==> src/rtl/ae_adc_framer.sv <==
// Multi-channel ADC framer: settles, optionally arms on a channel-0 threshold, decimates,
// then emits one tagged 32-bit word per channel into a write-when-not-full FIFO.
module ae_adc_framer #(
    parameter int unsigned ADC_W   = 14,
    parameter int unsigned NCH     = 2,
    parameter int unsigned SETTLE  = 5,
    parameter logic [15:0] TAG     = 16'h5354,
    parameter int unsigned DECIM_W = 8
) (
    input  logic                   CLK,
    input  logic                   RESET_N,
    input  logic                   ENABLE,
    input  logic                   SAMPLE_STB,
    input  logic [NCH*ADC_W-1:0]   ADC_DATA,
    input  logic [DECIM_W-1:0]     DECIM,
    input  logic                   THRESH_EN,
    input  logic [ADC_W-1:0]       THRESH,
    input  logic                   FIFO_FULL,
    output logic                   FIFO_WREN,
    output logic [31:0]            FIFO_DATA,
    output logic [15:0]            OVERFLOW_CNT,
    output logic                   BUSY
);

    if (ADC_W < 1 || ADC_W > 16 || NCH < 1 || NCH > 16) begin : g_param_check
        $error("ae_adc_framer: ADC_W must be 1..16 and NCH must be 1..16");
    end

    typedef enum logic [1:0] {S_IDLE, S_SETTLE, S_ARMED, S_RUN} state_t;

    localparam logic [3:0]  LAST_IDX   = 4'(NCH - 1);
    localparam logic [15:0] SETTLE_END = 16'(SETTLE - 1);

    state_t               state;
    state_t               after_settle;
    logic [15:0]          settle_cnt;
    logic [DECIM_W-1:0]   decim_cnt;
    logic [ADC_W-1:0]     snap [NCH];
    logic [3:0]           idx;
    logic [ADC_W-1:0]     cur_sample;
    logic                 wr;
    logic                 last_wr;
    logic                 keep;
    logic                 accept;

    assign after_settle = THRESH_EN ? S_ARMED : S_RUN;
    assign wr           = BUSY & ~FIFO_FULL;
    assign last_wr      = wr && (idx == LAST_IDX);
    // A kept strobe is taken when idle or when it lands on the burst's final write.
    assign accept       = keep & (~BUSY | last_wr);

    always_comb begin
        keep = 1'b0;
        if (SAMPLE_STB && ENABLE) begin
            case (state)
                S_ARMED: keep = (ADC_DATA[ADC_W-1:0] >= THRESH);
                S_RUN:   keep = (decim_cnt == '0);
                default: keep = 1'b0;
            endcase
        end
    end

    always_comb begin
        cur_sample = '0;
        for (int unsigned k = 0; k < NCH; k++) begin
            if (idx == 4'(k)) cur_sample = snap[k];
        end
    end

    assign FIFO_WREN = wr;
    assign FIFO_DATA = BUSY ? {TAG[15:4], idx, 16'(cur_sample)} : '0;

    always_ff @(posedge CLK or negedge RESET_N) begin
        if (!RESET_N) begin
            state        <= S_IDLE;
            settle_cnt   <= '0;
            decim_cnt    <= '0;
            idx          <= '0;
            BUSY         <= 1'b0;
            OVERFLOW_CNT <= '0;
            for (int unsigned k = 0; k < NCH; k++) snap[k] <= '0;
        end else begin
            if (wr) begin
                if (idx == LAST_IDX) begin
                    BUSY <= 1'b0;
                    idx  <= '0;
                end else begin
                    idx <= idx + 1'b1;
                end
            end

            if (keep) begin
                if (accept) begin
                    for (int unsigned k = 0; k < NCH; k++) snap[k] <= ADC_DATA[k*ADC_W +: ADC_W];
                    BUSY <= 1'b1;
                    idx  <= '0;
                end else if (OVERFLOW_CNT != '1) begin
                    OVERFLOW_CNT <= OVERFLOW_CNT + 1'b1;
                end
            end

            case (state)
                S_IDLE: begin
                    if (ENABLE) begin
                        OVERFLOW_CNT <= '0;
                        settle_cnt   <= '0;
                        decim_cnt    <= '0;
                        state        <= (SETTLE == 0) ? after_settle : S_SETTLE;
                    end
                end
                S_SETTLE: begin
                    if (!ENABLE) begin
                        state <= S_IDLE;
                    end else if (SAMPLE_STB) begin
                        if (settle_cnt == SETTLE_END) begin
                            state     <= after_settle;
                            decim_cnt <= '0;
                        end else begin
                            settle_cnt <= settle_cnt + 1'b1;
                        end
                    end
                end
                S_ARMED: begin
                    if (!ENABLE) begin
                        state <= S_IDLE;
                    end else if (keep) begin
                        state     <= S_RUN;
                        decim_cnt <= '0;
                    end
                end
                S_RUN: begin
                    if (!ENABLE) begin
                        if (!BUSY) state <= S_IDLE;
                    end else if (SAMPLE_STB) begin
                        decim_cnt <= (decim_cnt == DECIM) ? '0 : decim_cnt + 1'b1;
                    end
                end
                default: state <= S_IDLE;
            endcase
        end
    end

endmodule
==> config.mk <==
export PLATFORM = sky130hd
export DESIGN_NAME = ae_adc_framer
export DESIGN_NICKNAME = d
export VERILOG_FILES = /design/src/rtl/ae_adc_framer.sv
export SDC_FILE = /design/constraint.sdc
export NUM_CORES = 1
export LEC_CHECK = 0
export ABC_AREA = 1
export CAP_MARGIN = 15
export CORE_MARGIN = 10
export CORE_UTILIZATION = 40
export DETAILED_ROUTE_END_ITERATION = 16
export GPL_TIMING_DRIVEN = 0
export PLACE_DENSITY = 0.74
export SLEW_MARGIN = 10
export SYNTH_ARGS = -nofsm -noshare
export SYNTH_HDL_FRONTEND = slang
export SYNTH_SLANG_ARGS = --single-unit
==> constraint.sdc <==
create_clock -name CLK -period 5.98 [get_ports CLK]
set_clock_uncertainty 0.2 [all_clocks]
set_input_delay 1.196 -clock CLK [delete_from_list [all_inputs] [get_ports CLK]]
set_output_delay 1.196 -clock CLK [all_outputs]
set_load 0.02 [all_outputs]
# Word-level counts from Yosys, hierarchy flattened
# Cells that the tools add are included.
# op_classes
n_addsub,4
muxes,43
n_bitwise,5
n_eq_ne,21
magnitude_cmp,1
n_reduce_logical,10
# ops
operator,n
$mux W16,9
$mux W8,9
$add A16 B1 Y16 const B,2
$pmux W16 S2,1
$pmux W8 S4,1
$mux W31,1
$mux W14,2
$ne A2 B2 Y1 const B,11
$eq A16 B3 Y1 const B,1
$mux W2,8
$mux W4,4
$ne A16 B16 Y1 const B,1
$ge A14 B14 Y1,1
$ne A3 B3 Y1 const B,3
$add A8 B1 Y8 const B,1
$eq A8 B8 Y1,1
$logic_not A8 Y1,1
$pmux W2 S4,1
$reduce_and A8 Y1,1
$mux W1,6
$reduce_and A6 Y1,1
$reduce_and A5 Y1,1
$add A4 B1 Y4 const B,1
$eq A2 B2 Y1 const B,2
other kinds (11),14
# word_totals
register_bits,75
in_bits,56

# Depth between registers and ports, before layout
# Gate-level depths: netlist of run 1.
# depth
depth_word,9
mapped_depth,16
ltp_nobuf,16

# Worst setup path before layout of run 1
# Ideal clock, no wire load.
# synth_path
path_type,input to output
from,input FIFO_FULL
to,output FIFO_WREN
path_slack_ps,3065
arrival_ps,1519
n_path_buf,0
cell_stages,1
t_required_ps,4584
cell_sequence,nor2_1
# synth_between
elab_chain_len,2
# synth_rtl
element,line,text
"start, declared",18,"input logic FIFO_FULL,"
$not A1 Y1,47,assign wr = BUSY & ~FIFO_FULL;
$and A1 B1 Y1,47,
"end, declared",19,"output logic FIFO_WREN,"
# Every way passes these cells.

# Worst setup path in the final report of run 1
# Same ends and word-level chain as after synthesis.

==> results of run 1 <==
-- worst min-delay path: cells and delay by family (launching register included) --
family,cells,cell delay (ns)
DFF,1,0.35
and+or+nand+nor,2,0.11
-- per-stage QoR --
step	total power, µW	util	hold WS, ns	setup WS [ns]
after detailed placement	1654	0.5095	0.2833	2.125
after floorplan	1321	-	0.2489	3.065
after global placement	1638	0.5080	0.2729	0.7519
after global routing	2389	0.5358	0.3156	1.952
after CTS	2246	0.5358	0.2995	2.119
final	2226	0.5358	0.2927	2.124
-- cells by family (layout without fill, tap and decap cells) --
family | Yosys count | after routing | synth area share
AND/OR/NAND/NOR | 344 | 344 | 0.3087
XOR/XNOR | 22 | 22 | 0.03915
other | 1 | 8 | 0.0007620
AO/OA/AOI/OAI | 89 | 89 | 0.09484
flip-flops | 75 | 75 | 0.3814
multiplexers | 1 | 1 | 0.002034
buffers and inverters | 143 | 257 | 0.1248
adder cells (fa/ha/maj) | 19 | 19 | 0.04831
-- power breakdown --
| group | internal [µW] | total (µW) | switching (µW) |
|---|---|---|---|
| Sequential | 648 | 737 | 89.1 |
| Clock | 364 | 585 | 221 |
| Combinational | 360 | 904 | 544 |
| Total | 1370 | 2230 | 854 |
-- final cells by class --
cell class                      count  area, µm²
Timing Repair Buffer               98      988.4
Multi-Input combinational cell    483       2456
Clock inverter                      7      91.34
Sequential cell                    75       1877
Clock buffer                        9      225.2
Fill cell                        1158       5575
Inverter                          115      431.7
Buffer                             28      182.7
Tap cell                          147      183.9
-- layout by cell type, fill, tap and decap left out, drive strengths merged, types with 2 or more instances in the layout --
master	count
clkinv	6
nand2	166
nor3b	2
nor4	4
o22ai	13
conb	8
buf	25
ha	19
xnor2	10
dfrtp	75
bufinv	2
nand3	67
xor2	12
inv	113
nand4	15
nand3b	2
nor2	65
o21ai	66
or2	7
clkdlybuf4s50	96
a21oi	8
clkbuf	14
nor3	14
-- layer usage --
metal,vias up,routed length [µm],GRT usage
li1,2432,-,-
met1,2188,5851,0.1929
met2,105,6222,0.2525
met3,18,525,0.02941
met4,0,268,0.06802
met5,-,0,0
-- worst max path at each step --
stage	endpoint	startpoint	slack [ns]
2_1_floorplan	FIFO_WREN	FIFO_FULL	3.06
3_3_place_gp	snap[25]$_DFFE_PN0P_	RESET_N	0.75
3_5_place_dp	FIFO_WREN	FIFO_FULL	2.13
4_1_cts	FIFO_WREN	FIFO_FULL	2.12
5_1_grt	FIFO_DATA[6]	idx[2]$_DFF_PN0_	1.95
6_report	FIFO_WREN	FIFO_FULL	2.12
==> results.yml, run 1 <==
run_status:
  run_status: "finished, final reports clean"
global_route:
  grt_pass1_wl_mm: 21.14
  first_global_vias: 4489
  gr-total-overflow: 0
  track_usage: 0.1540
  antenna_found_initial: 0
  grt_max_degree: 43
synthesis:
  synth.top_cells.by_area: "dfrtp_1, nand2_1, inv_1, nand3_1, ha_1"
  yosysUniqueCellTypes: 35
  synth-async-reset-ratio: 1.000
  synthesis.area_um2: 4921
  syn_avg_cell_area_um2: 7.091
  yosysMostFrequentCell: "nand2_1"
  synth_edf_count: 0
  yosysWarnings: 0
  synth.top_cell.area_share: 0.3814
  synth-seq-area-share: 0.3814
  synth_seq_cells: 75
  yosys_most_used_dff: "dfrtp_1"
  synthTopCellsByCount: "nand2_1, inv_1, dfrtp_1"
  synth_area_leader_cell: "dfrtp_1"
  synthCells: 694
run:
  cap_viol_max_count: 0
routing:
  first_pass_iters: 5
  totalWireLength_mm: 12.87
  drtIter0Drc: 283
  vias_per_cell: 4.930
  wire_per_inst_um: 13.38
  via_count: 4743
  route.detailed.drc: 0
  ant_nets: 0
setup_path:
  crit_chain: "clkdlybuf4s50_1 -> nor2_1 -> clkdlybuf4s50_1"
  slowest_stage: "clkdlybuf4s50_1"
  worstRegToRegCells: 10
  arrival_ns: 2.46
  path_common_cell: "clkdlybuf4s50_1"
  max_stage_delay_ns: 0.64
  rr_startpoint: "settle_cnt[0]$_DFFE_PN0P_"
  crit_type: "in -> out"
  critPathMaxFanout: 3
  r2r-end: "decim_cnt[7]$_DFFE_PN0P_"
  cp_num_buf_inv: 2
  crit_path_end_kind: "output port"
  crit_family: "buffers and inverters"
  path_depth: 3
  cp-start-kind: "input port"
  rrSetupSlack_ns: 3.73
  crit_required_ns: 4.58
final_layout:
  stdcell_area_um2: 6436
  syn_to_final_growth_pct: 30.79
  stdcell_count: 962
  drive_above_1_share: 0.07730
  antennaDiodeCount: 0
  nNetsFinal: 885
worst_hold_path:
  whs_path_depth: 2
  hold_end: "snap[0]$_DFFE_PN0P_"
  min-delay-start: "snap[0]$_DFFE_PN0P_"
  hp-class: "reg -> reg"
place:
  dp_cells: 946
  numPortBuffers: 97
  placement.cell_area_um2: 6120
  place_congestion: 0.8933
  dp_hpwl_mm: 10.09
sta:
  max_slew_margin: 0.6406
  slew_violations: 0
  final_hold_viol_count: 0
  worstMarginPinSlew_ns: 0.5342
  tns_ns: 0
  grt_setup_unrepaired: "false"
  min_period_ns: 3.856
  setup_viol: 0
  fin_crit_sh: 0.6449
  max_freq_mhz: 259.3
die:
  core_area_um2: 12010
  rows: 40
  ios: 106
  dieWidth_um: 130.9
  initial_core_util: 0.4097
  die_h_um: 130.9
  dieArea_um2: 17140
cts:
  cts.sinks: 75
  cts_resized: 0
  clock-root-buffer: "clkbuf_16"
  postCtsSetupBuffers: 0
  ctsHoldBuffers: 0
  htreeDepth: 3
  numCtsBuffers: 9
  clk_path_buf_depth: 2
  worstSkewPairLatency_ns: 0.35
  cts_tree: "yes"
  cts.clk_slew.worst_paths_ns: 0.06
power_and_ir_drop:
  power_density_nw_per_um2: 345.8
  cellLeakagePower_uw: 0.003063
  vdd_drop_max_mv: 0.1652
No activity file was read; power rests on OpenSTA's default activity.
==> inputs of run 2 (changes only) <==
Settings changed: PLACE_DENSITY 0.74 to 0.77.
Clock period 5.98 ns to 3.5 ns, I/O delays scaled along.
==> run 2 against run 1 <==
Via count decreased by 0.13%; total power is 66% higher; worst hold slack worse by 0.28 ns; critical path type is now reg -> out.
==> results.yml, run 2 (synthesis results as in run 1) <==
global_route:
  antenna_found_initial: 0
  grt_max_degree: 65
  grt_pass1_wl_mm: 21.11
  first_global_vias: 4376
  gr-total-overflow: 0
  track_usage: 0.1526
run:
  cap_viol_max_count: 0
sta:
  whs_ns: 0.01592
  fin_crit_sh: 0.9296
  setup_ws_ns: 0.2463
  slew_violations: 0
  min_period_ns: 3.254
  tns_ns: 0
  grt_setup_unrepaired: "false"
  setup_viol: 0
  max_freq_mhz: 307.3
  max_slew_margin: 0.6487
  worstMarginPinSlew_ns: 0.5221
  final_hold_viol_count: 0
cts:
  cts_tree: "yes"
  worstSkewPairLatency_ns: 0.33
  numCtsBuffers: 9
  postCtsSetupBuffers: 0
  htreeDepth: 3
  cts.sinks: 75
  clk_path_buf_depth: 2
  clock-root-buffer: "clkbuf_16"
  cts.clk_slew.worst_paths_ns: 0.06
  ctsHoldBuffers: 0
die:
  initial_core_util: 0.4097
  dieArea_um2: 17140
  dieWidth_um: 130.9
  die_h_um: 130.9
  core_area_um2: 12010
  rows: 40
  ios: 106
final_layout:
  stdcell_area_um2: 6415
  antennaDiodeCount: 0
  layout_commonest_cell: "nand2_1"
  syn_to_final_growth_pct: 30.36
  final_cell_mix: "nand2_1, inv_1, clkdlybuf4s50_1"
  fin_util: 0.5341
  drive_above_1_share: 0.07975
  final-seq-area_um2: 1877
  multiInputGateArea_um2: 2461
  nNetsFinal: 885
  nFillCells: 1125
place:
  dp_hpwl_mm: 9.957
  numPortBuffers: 97
  placement.cell_area_um2: 6127
  preCtsSetupSlack_ns: 0.2335
  place_congestion: 0.8847
routing:
  vias_per_cell: 4.924
  wire_per_inst_um: 13.42
  first_pass_iters: 5
  totalWireLength_mm: 12.91
  ant_nets: 0
  route.detailed.drc: 0
  drtIter0Drc: 308
  via_count: 4737
setup_path:
  critPathMaxFanout: 10
  crit_required_ns: 2.60
  crit_path_end_kind: "output port"
  crit_type: "reg -> out"
  cp-start-kind: "flop"
  arrival_ns: 2.35
power_and_ir_drop:
  cellLeakagePower_uw: 0.003060
  vdd_drop_max_mv: 0.2707
  power_density_nw_per_um2: 576.9
worst_hold_path:
  hp-class: "in -> async"
run_status:
  run_status: "finished, final reports clean"
[run 2: where the power goes]
group	internal [µW]	switching, µW
combinational	619	948
clock	518	351
sequential	1110	158
total	2240	1460
[run 2: routing by layer]
metal / wire [µm] / track usage / up-vias
li1: - / - / 2435
met1: 5770 / 0.1951 / 2169
met2: 6317 / 0.2533 / 115
met3: 555 / 0.02377 / 18
met4: 266 / 0.05886 / 0
met5: 0 / 0 / -
[run 2: final timing paths]
check | to | slack, ns | cells past startpoint | from
max in group asynchronous | snap[11]$_DFFE_PN0P_ | 2.53 | 2 | RESET_N
max | FIFO_DATA[7] | 0.25 | 7 | idx[2]$_DFF_PN0_
min reg2reg | snap[0]$_DFFE_PN0P_ | 0.29 | 2 | snap[0]$_DFFE_PN0P_
min | asynchronous set/reset pin | 0.02 | 1 | RESET_N
max reg2reg | decim_cnt[5]$_DFFE_PN0P_ | 1.27 | 10 | settle_cnt[0]$_DFFE_PN0P_
min in group CLK | snap[0]$_DFFE_PN0P_ | 0.29 | 2 | snap[0]$_DFFE_PN0P_
[run 2: worst max-delay path, stage by stage (launching register included)]
cell and delay (ns):
dfrtp_1 0.41, nor2_2 0.22, nand2_1 0.17, clkbuf_2 0.25, o22ai_1 0.20, inv_1 0.06
nor2_1 0.09, clkdlybuf4s50_1 0.63
[run 2: per-stage QoR]
step / std cells / power, µW
after global placement: 945 / 2793
final: 962 / 3701
after CTS: 962 / 3723
after detailed placement: 946 / 2835
after global routing: 962 / 3975
after floorplan: 701 / 2257
[run 2: layout make-up]
class | count | share of cell area
multi-input cells | 483 | 0.3837
flip-flops and latches | 75 | 0.2926
repair buffers | 98 | 0.1553
inverters | 115 | 0.06729
clock buffers | 12 | 0.03998
plain buffers | 28 | 0.02887
well taps | 147 | 0.02867
clock inverters | 4 | 0.003706
[run 2: what timing repair did]
action | CTS | global route
endpoints found under the setup margin | 0 | 10
endpoints found under the hold margin | 0 | 0
gates resized for setup | 0 | 5
